### src/rtl/dcache_wt.sv
// Direct-mapped, write-through, no-write-allocate data cache with one-word lines.
// Read hits return data combinationally; misses and stores stall the datapath until main memory acks.
module dcache_wt #(
  parameter int unsigned N     = 64,
  parameter int unsigned LINES = 8
) (
  input  logic         clk,
  input  logic         reset,
  input  logic [N-1:0] DM_addr,
  input  logic [N-1:0] DM_writeData,
  input  logic         DM_readEnable,
  input  logic         DM_writeEnable,
  output logic [N-1:0] DM_readData,
  output logic         DM_stall,
  output logic         mem_req,
  output logic         mem_we,
  output logic [N-1:0] mem_addr,
  output logic [N-1:0] mem_wdata,
  input  logic         mem_ack,
  input  logic [N-1:0] mem_rdata
);

  localparam int unsigned IW = $clog2(LINES);
  localparam int unsigned TW = N - IW - 3;

  typedef enum logic [1:0] {IDLE, FILL, WRITE, WDONE} state_e;

  state_e         state_q, state_d;
  logic [N-1:0]   mem_addr_q, mem_addr_d;
  logic [N-1:0]   mem_wdata_q, mem_wdata_d;
  logic           mem_we_q, mem_we_d;
  logic           hit_cap_q, hit_cap_d;
  logic [LINES-1:0] valid_q, valid_d;

  logic [TW-1:0]  tag_q  [LINES];
  logic [N-1:0]   data_q [LINES];

  logic [IW-1:0]  req_idx_c, cap_idx_c;
  logic [TW-1:0]  req_tag_c, cap_tag_c;
  logic           hit_c;
  logic           fill_c, upd_c;

  // Live lookup uses the MEM-stage address; array updates use the captured one.
  assign req_idx_c = DM_addr[IW+2:3];
  assign req_tag_c = DM_addr[N-1:IW+3];
  assign cap_idx_c = mem_addr_q[IW+2:3];
  assign cap_tag_c = mem_addr_q[N-1:IW+3];
  assign hit_c     = valid_q[req_idx_c] && (tag_q[req_idx_c] == req_tag_c);

  assign DM_readData = (DM_readEnable && !DM_writeEnable && hit_c) ? data_q[req_idx_c] : '0;
  assign mem_req     = (state_q == FILL) || (state_q == WRITE);
  assign mem_we      = mem_we_q;
  assign mem_addr    = mem_addr_q;
  assign mem_wdata   = mem_wdata_q;

  // Next-state, request capture and array-update decode.
  always_comb begin
    state_d     = state_q;
    mem_addr_d  = mem_addr_q;
    mem_wdata_d = mem_wdata_q;
    mem_we_d    = mem_we_q;
    hit_cap_d   = hit_cap_q;
    valid_d     = valid_q;
    fill_c      = 1'b0;
    upd_c       = 1'b0;
    DM_stall    = 1'b0;
    case (state_q)
      IDLE: begin
        if (DM_writeEnable) begin
          DM_stall    = 1'b1;
          state_d     = WRITE;
          mem_addr_d  = DM_addr & ~N'(7);
          mem_wdata_d = DM_writeData;
          mem_we_d    = 1'b1;
          hit_cap_d   = hit_c;
        end else if (DM_readEnable && !hit_c) begin
          DM_stall    = 1'b1;
          state_d     = FILL;
          mem_addr_d  = DM_addr & ~N'(7);
          mem_we_d    = 1'b0;
        end
      end
      FILL: begin
        DM_stall = 1'b1;
        if (mem_ack) begin
          valid_d[cap_idx_c] = 1'b1;
          fill_c  = 1'b1;
          state_d = IDLE;
        end
      end
      WRITE: begin
        DM_stall = 1'b1;
        if (mem_ack) begin
          upd_c   = hit_cap_q;
          state_d = WDONE;
        end
      end
      WDONE: state_d = IDLE;
      default: state_d = IDLE;
    endcase
  end

  always_ff @(posedge clk or negedge reset) begin
    if (!reset) begin
      state_q     <= IDLE;
      mem_addr_q  <= '0;
      mem_wdata_q <= '0;
      mem_we_q    <= 1'b0;
      hit_cap_q   <= 1'b0;
      valid_q     <= '0;
    end else begin
      state_q     <= state_d;
      mem_addr_q  <= mem_addr_d;
      mem_wdata_q <= mem_wdata_d;
      mem_we_q    <= mem_we_d;
      hit_cap_q   <= hit_cap_d;
      valid_q     <= valid_d;
    end
  end

  // Tag and data arrays carry no reset; validity alone gates hits.
  always_ff @(posedge clk) begin
    if (fill_c) begin
      tag_q[cap_idx_c]  <= cap_tag_c;
      data_q[cap_idx_c] <= mem_rdata;
    end else if (upd_c) begin
      data_q[cap_idx_c] <= mem_wdata_q;
    end
  end

endmodule
### config.mk
export PLATFORM = sky130hd
export DESIGN_NAME = dcache_wt
export DESIGN_NICKNAME = d
export VERILOG_FILES = /design/src/rtl/dcache_wt.sv
export SDC_FILE = /design/constraint.sdc
export NUM_CORES = 1
export LEC_CHECK = 0
export CELL_PAD_IN_SITES_DETAIL_PLACEMENT = 1
export CELL_PAD_IN_SITES_GLOBAL_PLACEMENT = 2
export CORE_ASPECT_RATIO = 0.7
export CORE_MARGIN = 2
export CORE_UTILIZATION = 42
export CTS_BUF_LIST = sky130_fd_sc_hd__clkbuf_2
export DETAILED_ROUTE_END_ITERATION = 16
export PLACE_DENSITY = 0.85
export SETUP_SLACK_MARGIN = 0.05
export SLEW_MARGIN = 25
export SYNTH_ARGS = -nofsm -noshare
export SYNTH_HDL_FRONTEND = slang
export SYNTH_SLANG_ARGS = --single-unit
### constraint.sdc
create_clock -name clk -period 5.7 [get_ports clk]
set_clock_uncertainty 0.15 [all_clocks]
set_input_delay 1.425 -clock clk [delete_from_list [all_inputs] [get_ports clk]]
set_output_delay 1.425 -clock clk [all_outputs]
set_load 0.01 [all_outputs]
# Yosys cells after proc, flatten, opt, wreduce, memory -nomap -nowiden
# Memories as Yosys holds them, arrays and structs flattened.
# Index checks and enable logic that the tools add are counted.
# totals
ramBits	976
mem_count	2
inputBits	197
word_cells	62
reg_bits	140
# memory_table
name	words	width	rd	rd_ports_with_merged_regs	wr	line	source
data_q	8	64	1	0	1	36	logic [N-1:0] data_q [LINES];
tag_q	8	58	1	0	1	35	logic [TW-1:0] tag_q [LINES];
# classes
muxes	27
n_eq_ne	7
n_reduce_logical	15
n_lt_le_gt_ge	3
n_bitwise	2
# op_table
operator	count
64-bit two-way mux	4
58-bit equality test	1
1-bit two-way mux	15
3-bit by 4-bit < comparator with 1-bit output (second input constant)	2
2-bit two-way mux	4
8-bit bitwise OR	1
2-bit case mux with 4 select lines	1
2-bit AND reduction	3
1-bit logical AND	5
2-bit equality test (second input constant)	2
2-bit != test (second input constant)	2
1-bit binary-select mux with 3-bit select	1
1-bit demux with 3-bit select	1
3-bit by 1-bit >= comparator with 1-bit output (second input constant)	1
3-bit != test (second input constant)	1
3-bit AND reduction	1
2-bit by 1-bit equality test with 1-bit output (second input constant)	1
1-bit zero test	2
2-bit zero test	1
1-bit case mux with 2 select lines	1
2-bit nonzero test	1
2-bit OR reduction	1
1-bit logical OR	1
1-bit bitwise OR	1

# Depth between registers and ports, before layout
# Gate-level depths: netlist of run 1.
# depth
depth_word	8
mapped_depth	15
mapped_depth_nobuf	9

# Least setup slack after synthesis of run 1
# No wires, ideal clock.
# synth_timing
path_kind	input port to flip-flop
startpoint	in mem_ack
endpoint	mem data_q[0][0] (enable)
arrival_time_ns	6.030
setup_slack_ns	-1.045
setup_ns	0.565
path_stages	3
path_buffers	0
cell_sequence	nor2b_1 > nand2_1 > nor3_1
# synth_via
elab_chain_len	6
word_cells_on_any_way	10
classes_between	9 x mux; 1 x bitwise
# synth_lines
element	line	source
start, declared	19	input logic mem_ack,
1-bit two-way mux	93	if (mem_ack) begin
1-bit two-way mux	67	case (state_q)
1-bit two-way mux	126	end else if (upd_c) begin
1-bit two-way mux	123	if (fill_c) begin
1-bit two-way mux (implied by the code)	127	data_q[cap_idx_c] <= mem_wdata_q;
1-bit bitwise OR (no line) *	-	
end, declared	36	
# Mark *: on every way between the ends. The rest lies on a longest branch, timed or not.

# Worst setup path in the final report of run 1
# layout_timing
startpoint	in DM_addr[4]
endpoint	out DM_readData[5]
# layout_via
elab_chain_len	5
word_cells_on_any_way	8
classes_between	1 x eq/ne; 3 x mux; 2 x reduce/logical; 2 x memory
# layout_lines
element	line	source
start, declared	9	input logic [N-1:0] DM_addr,
memory 8 x 58 bit or 1-bit binary-select mux with 3-bit select (tied branches)	-	
58-bit equality test or 1-bit two-way mux (tied branches)	48	assign hit_c = valid_q[req_idx_c] && (tag_q[req_idx_c] == req_tag_c);
1-bit logical AND	48	
1-bit logical AND	50	assign DM_readData = (DM_readEnable && !DM_writeEnable && hit_c) ? data_q[req_idx_c] : '0;
64-bit two-way mux *	50	
end, declared	13	output logic [N-1:0] DM_readData,
# Mark *: on every way between the ends. The rest lies on a longest branch, timed or not. The select of a mux whose other input is x is not followed.

==> results of run 1 <==
state kept, by name (all words and copies together) (netlist names):
name / cells
data_q: 512
tag_q: 464
mem_wdata: 64
mem_addr: 61
valid_q: 8
state_q: 2
hit_cap_q: 1
mem_we: 1
worst reg2reg max path: cells and delay by family (launching register included):
kind	cells	cell delay, ps
AND/OR/NAND/NOR	3	220
multiplexers	3	1150
XOR/XNOR	1	240
buffers and inverters	8	2140
flip-flops	1	430
AO/OA/AOI/OAI	1	170
what timing repair did:
item	CTS	global route
hold endpoints to repair	63	0
resized for setup	354	4
hold buffers	1	0
cloned	6	0
buffers inserted	8	0
pin swaps	31	1
setup endpoints to repair	65	65
synthesized netlist by cell type, types with 6 or more instances:
library cell	count
buf_6	10
nor2_1	85
mux4_2	209
and3_1	7
mux2i_1	166
xnor2_1	37
nor3_1	9
or2_2	9
dfrtp_1	137
a21oi_1	9
nand2_1	11
mux2_4	59
buf_1	13
buf_2	21
a22oi_1	19
nand4_1	6
a22o_1	11
mux2_2	136
clkbuf_1	47
edfxtp_1	976
buf_4	14
xor2_1	10
cells by family after synthesis:
| logic type | Yosys count |
|---|---|
| xor gates and xnor gates | 47 |
| other | 1 |
| and+or+nand+nor | 160 |
| buffers and inverters | 111 |
| muxes | 570 |
| DFF | 1113 |
| AOI/OAI and AO/OA | 71 |
| adders and majority gates | 5 |
per-stage QoR:
stage          area [um2]  setup slack [ps]  TNS [ps]  power (W)
3_3_place_gp        50900             -1150    -73990     0.0150
4_1_cts             53600              -789    -47580     0.0205
2_1_floorplan       44300              -531    -60740     0.0130
5_1_grt             53700              -877    -52810     0.0213
3_5_place_dp        50900             -1180    -83430     0.0153
6_report            53700              -618    -36230     0.0203
how the worst max path moves through the flow:
stage	endpoint	slack (ps)	cells past startpoint	startpoint
2_1_floorplan	valid_q[4]	-530	3	mem_ack
3_3_place_gp	DM_readData[33]	-1150	15	DM_addr[4]
3_5_place_dp	DM_readData[33]	-1180	15	DM_addr[4]
4_1_cts	DM_readData[50]	-790	15	tag_q[7][10]
5_1_grt	DM_readData[50]	-880	15	tag_q[7][32]
6_report	DM_readData[5]	-620	16	DM_addr[4]
power breakdown:
part	switching (W)	internal [W]	total, W
Sequential	0.000939	0.0103	0.0112
Combinational	0.00183	0.00210	0.00393
Clock	0.00317	0.00201	0.00518
layout make-up:
cell class / count / share of cell area
repair buffers: 562 / 0.105
multi-input cells: 856 / 0.208
diodes: 8 / 0.000373
inverters: 6 / 0.000419
well taps: 1363 / 0.0318
clock inverters: 64 / 0.00557
flip-flops and latches: 1113 / 0.610
clock buffers: 414 / 0.0386
layer usage:
metal,track usage,routed length [um],vias up
met3,0.0492,5720,188
met2,0.348,56900,686
met1,0.287,49500,12500
li1,-,-,10100
met4,0.0720,2620,4
met5,0,24,-
==> flow_summary.ini, run 1 <==
[outcome]
run_status = complete, but fails checks
violations = setup timing

[pwr]
power.density_mw_per_mm2 = 378
ir_worst_vdd_uv = 205
power_leakage_nw = 19.0

[drt]
route.detailed.drc = 0
initialDrtViolationCount = 1504
first_pass_iters = 5
vias = 23400
drt_wl_total_um = 115000
postRouteAntennaNets = 0
wl_per_cell_um = 26.2
viasPerCell = 5.34

[grt]
grt_overflow = 0
grt_pass1_wl_um = 169000
grt_usage = 0.214
grt_pass1_vias = 26400
grt_max_degree = 67
antenna_found_initial = 5

[synth]
ys_seq_area_frac = 0.745
synthTopCellsByArea = edfxtp_1 (67%), mux4_2 (11%), dfrtp_1 (7.8%)
synth.distinct_cells = 54
ys_ff_latch = 1113
yosys_warnings = 0
synth-compound-area-share = 0.0127
muxShareOfSynthArea = 0.200
synthSimpleGateAreaFrac = 0.0180
async_flop_share = 0.123
yosys.area_share.xor_xnor = 0.00937
synth-main-ff-cell = edfxtp_1
synth_top_area_share = 0.667
synth_edf_count = 976
synth_area_mm2 = 0.0439
avgSynthCellArea_um2 = 21.1
synth_top_family_by_area = multiplexers
postSynthCellCount = 2078
synth_area_leader_cell = edfxtp_1
synthAdderAreaFrac = 0.00142

[timing]
fin_crit_sh = 1.11
slew-limit-headroom = 0.299
setup_viol = 65
timing.final.ws_setup_ps = -618
whs_ps = 322
rsz0062_at_grt = true
maxSlewViolCount = 0
worst_slew_pin_slew_ps = 1050
hold_viol = 0
fmax_mhz = 158
finalCriticalPeriod_ps = 6320

[setup_path]
critPathMaxFanout = 39
startpoint_type = input port
r2r-start = tag_q[3][9]
r2r_cells = 16
r2r-end = mem_addr[52]
r2r_setup_slack_ps = 1010
worstPathBufferInverterCount = 8
critPathArrivalTime_ps = 4740
worst_path_largest_cell_delay_ps = 320
critPathTopFamily = buffers and inverters
crit_top_cell = buf_12
crit_required_ps = 4120
critPathSlowestCell = buf_4
crit_type = input port to output pin
cp_cell_sequence = buf_8 > buf_12 > buf_4 > mux2i_1 > a22o_1 > a221oi_1 > xnor2_1 > nand4_1 > nor4_4 > buf_6 > nand4_4 > buf_12 > buf_12 > buf_12 > nor2_2 > buf_2
critPathCaptureType = output pin

[cells_and_area]
drive_gt1_frac = 0.394
multi_input_area_mm2 = 0.0112
syn2layout_area_growth_pct = 22.2
final_common_cell = edfxtp_1
seq_area_mm2 = 0.0327
final_cell_mix = edfxtp_1 (976), clkbuf_2 (414), clkdlybuf4s50_1 (316)
fill_cells = 9573
nets = 3024
finalNonFillerCells = 4386
final_core_util = 0.517

[clocking]
cts_tree = built
cts.sinks = 1113
cts_inserted_buffers = 283
clockRootBuffer = clkbuf_2
clk_pin_slew_worst_paths_ps = 100
clkLatencyLatePin_ps = 1540
htree_levels = 5
cts_max_path_buffers = 4

[hold_path]
hold_depth = 2
min-delay-start = DM_writeData[45]
worstHoldEndpoint = mem_wdata[45]
hold_class = input port to flop

[die]
dieArea_mm2 = 0.107
io_pins = 392
std_cell_rows = 99
initial_core_util = 0.423
die_y_um = 275
die_w_um = 391
coreArea_mm2 = 0.104

[run]
max_cap_violations = 0

[placed_design]
gp_congestion = 0.731
io_buffers = 385
post-dp-hpwl_um = 69600
placed_cells = 3886
No activity file was read; power rests on OpenSTA's default activity.
==> run 2: changes to the inputs <==
Settings changed: CTS_CLUSTER_SIZE set to 28.
==> results of run 2 <==
The final DEF is identical to that of run 1; final timing and power are the same.
==> run 3: changes to the inputs <==
Settings changed: SLEW_MARGIN 25 to 10.
==> flow_summary.ini, run 3 (synthesis results as in run 1) <==
[outcome]
run_status = complete, but fails checks
violations = setup timing

[timing]
maxSlewViolCount = 0
slew-limit-headroom = 0.206
fin_crit_sh = 1.11
worst_slew_pin_slew_ps = 1190
timing.final.ws_setup_ps = -625
fmax_mhz = 158
hold_viol = 0
rsz0062_at_grt = true
finalCriticalPeriod_ps = 6320
setup_viol = 65

[placed_design]
post-dp-hpwl_um = 69600
io_buffers = 385
gp_congestion = 0.731

[cells_and_area]
top_register = data_q
fill_cells = 9575
final_core_util = 0.516
syn2layout_area_growth_pct = 22.2
final_common_cell = edfxtp_1
nets = 3024
final_cell_mix = edfxtp_1 (976), clkbuf_2 (414), clkdlybuf4s50_1 (316)
drive_gt1_frac = 0.394
largest_reg_flops = 512

[grt]
grt_pass1_wl_um = 169000
antenna_found_initial = 5
grt_usage = 0.214
grt_overflow = 0
grt_pass1_vias = 26400
grt_max_degree = 67

[hold_path]
hold_class = input port to flop

[pwr]
ir_worst_vdd_uv = 205
p_total_w = 0.0203
power_leakage_nw = 19.0
power.density_mw_per_mm2 = 378

[drt]
initialDrtViolationCount = 1519
first_pass_iters = 5
viasPerCell = 5.35
drt_wl_total_um = 115000
postRouteAntennaNets = 0
vias = 23500
wl_per_cell_um = 26.2
route.detailed.drc = 0

[clocking]
clockRootBuffer = clkbuf_2
htree_levels = 5
cts_tree = built
clkLatencyLatePin_ps = 1540
cts.sinks = 1113
cts_max_path_buffers = 4
cts_inserted_buffers = 283
clk_pin_slew_worst_paths_ps = 100

[setup_path]
critPathMaxFanout = 39
critPathCaptureType = output pin
crit_top_cell = buf_12
critPathArrivalTime_ps = 4750
worstPathBufferInverterCount = 7
crit_type = input port to output pin
critPathTopFamily = buffers and inverters
crit_required_ps = 4120
worst_path_largest_cell_delay_ps = 540
cp_cell_sequence = buf_8 > buf_12 > mux4_2 > mux2i_1 > xor2_1 > o21a_1 > nand4_1 > nor4_4 > buf_4 > nand4_4 > buf_12 > buf_12 > buf_12 > nor2_2 > buf_2
startpoint_type = input port
critPathSlowestCell = mux4_2

[die]
std_cell_rows = 99
die_y_um = 275
io_pins = 392
coreArea_mm2 = 0.104
dieArea_mm2 = 0.107
initial_core_util = 0.423
die_w_um = 391

[run]
max_cap_violations = 0
==> run 3: final timing paths <==
| path | cells past startpoint | from | slack [ps] | endpoint |
|---|---|---|---|---|
| worst max-delay path | 15 | DM_addr[4] | -620 | DM_readData[5] |
| worst min-delay path | 2 | DM_writeData[45] | 320 | mem_wdata[45] |
| worst max register to register | 16 | tag_q[3][9] | 1000 | mem_addr[52] |
| worst min register to register | 1 | valid_q[4] | 340 | valid_q[4] |
| max in group asynchronous | 3 | reset | 3780 | mem_addr[13] |
| min in group asynchronous | 2 | reset | 350 | mem_wdata[22] |
==> run 3: area by class of cell <==
class | instances | area [um2] | share of cell area
Antenna cell | 8 | 20.0 | 0.000373
Clock buffer | 414 | 2070 | 0.0386
Clock inverter | 64 | 299 | 0.00557
Inverter | 6 | 22.5 | 0.000420
Multi-Input combinational cell | 856 | 11200 | 0.208
Sequential cell | 1113 | 32700 | 0.610
Tap cell | 1363 | 1710 | 0.0318
Timing Repair Buffer | 562 | 5650 | 0.105
==> run 3: routing by layer <==
metal,GRT usage,part of all wire,vias to the layer above,routed length (um)
li1,-,-,10100,-
met1,0.287,0.43,12500,49400
met2,0.348,0.50,711,56800
met3,0.0492,0.051,185,5890
met4,0.0720,0.023,4,2590
met5,0,0.00021,-,24
==> run 3: what timing repair did <==
action | in CTS | in global routing
buffers inserted | 8 | 0
gates cloned | 6 | 0
setup endpoints to repair | 65 | 65
hold buffers | 1 | 0
resized for setup | 354 | 4
hold endpoints to repair | 63 | 0
pin swaps | 31 | 1
==> run 3: per-stage QoR <==
step | instances | hold WS (ps) | setup TNS, ps | area [um2] | setup slack, ps
2_1_floorplan | 2080 | 284 | -60740 | 44300 | -531
3_3_place_gp | 3886 | 296 | -73990 | 50900 | -1150
3_5_place_dp | 3886 | 311 | -83430 | 50900 | -1180
4_1_cts | 4378 | 83.3 | -47580 | 53600 | -789
5_1_grt | 4383 | 136 | -52790 | 53700 | -877
6_report | 4386 | 317 | -37040 | 53700 | -625
==> run 3: power breakdown <==
part | switching [W] | internal, W | total (W)
Clock | 0.00317 | 0.00201 | 0.00518
Sequential | 0.000939 | 0.0103 | 0.0112
Combinational | 0.00182 | 0.00210 | 0.00392
Total | 0.00593 | 0.0144 | 0.0203
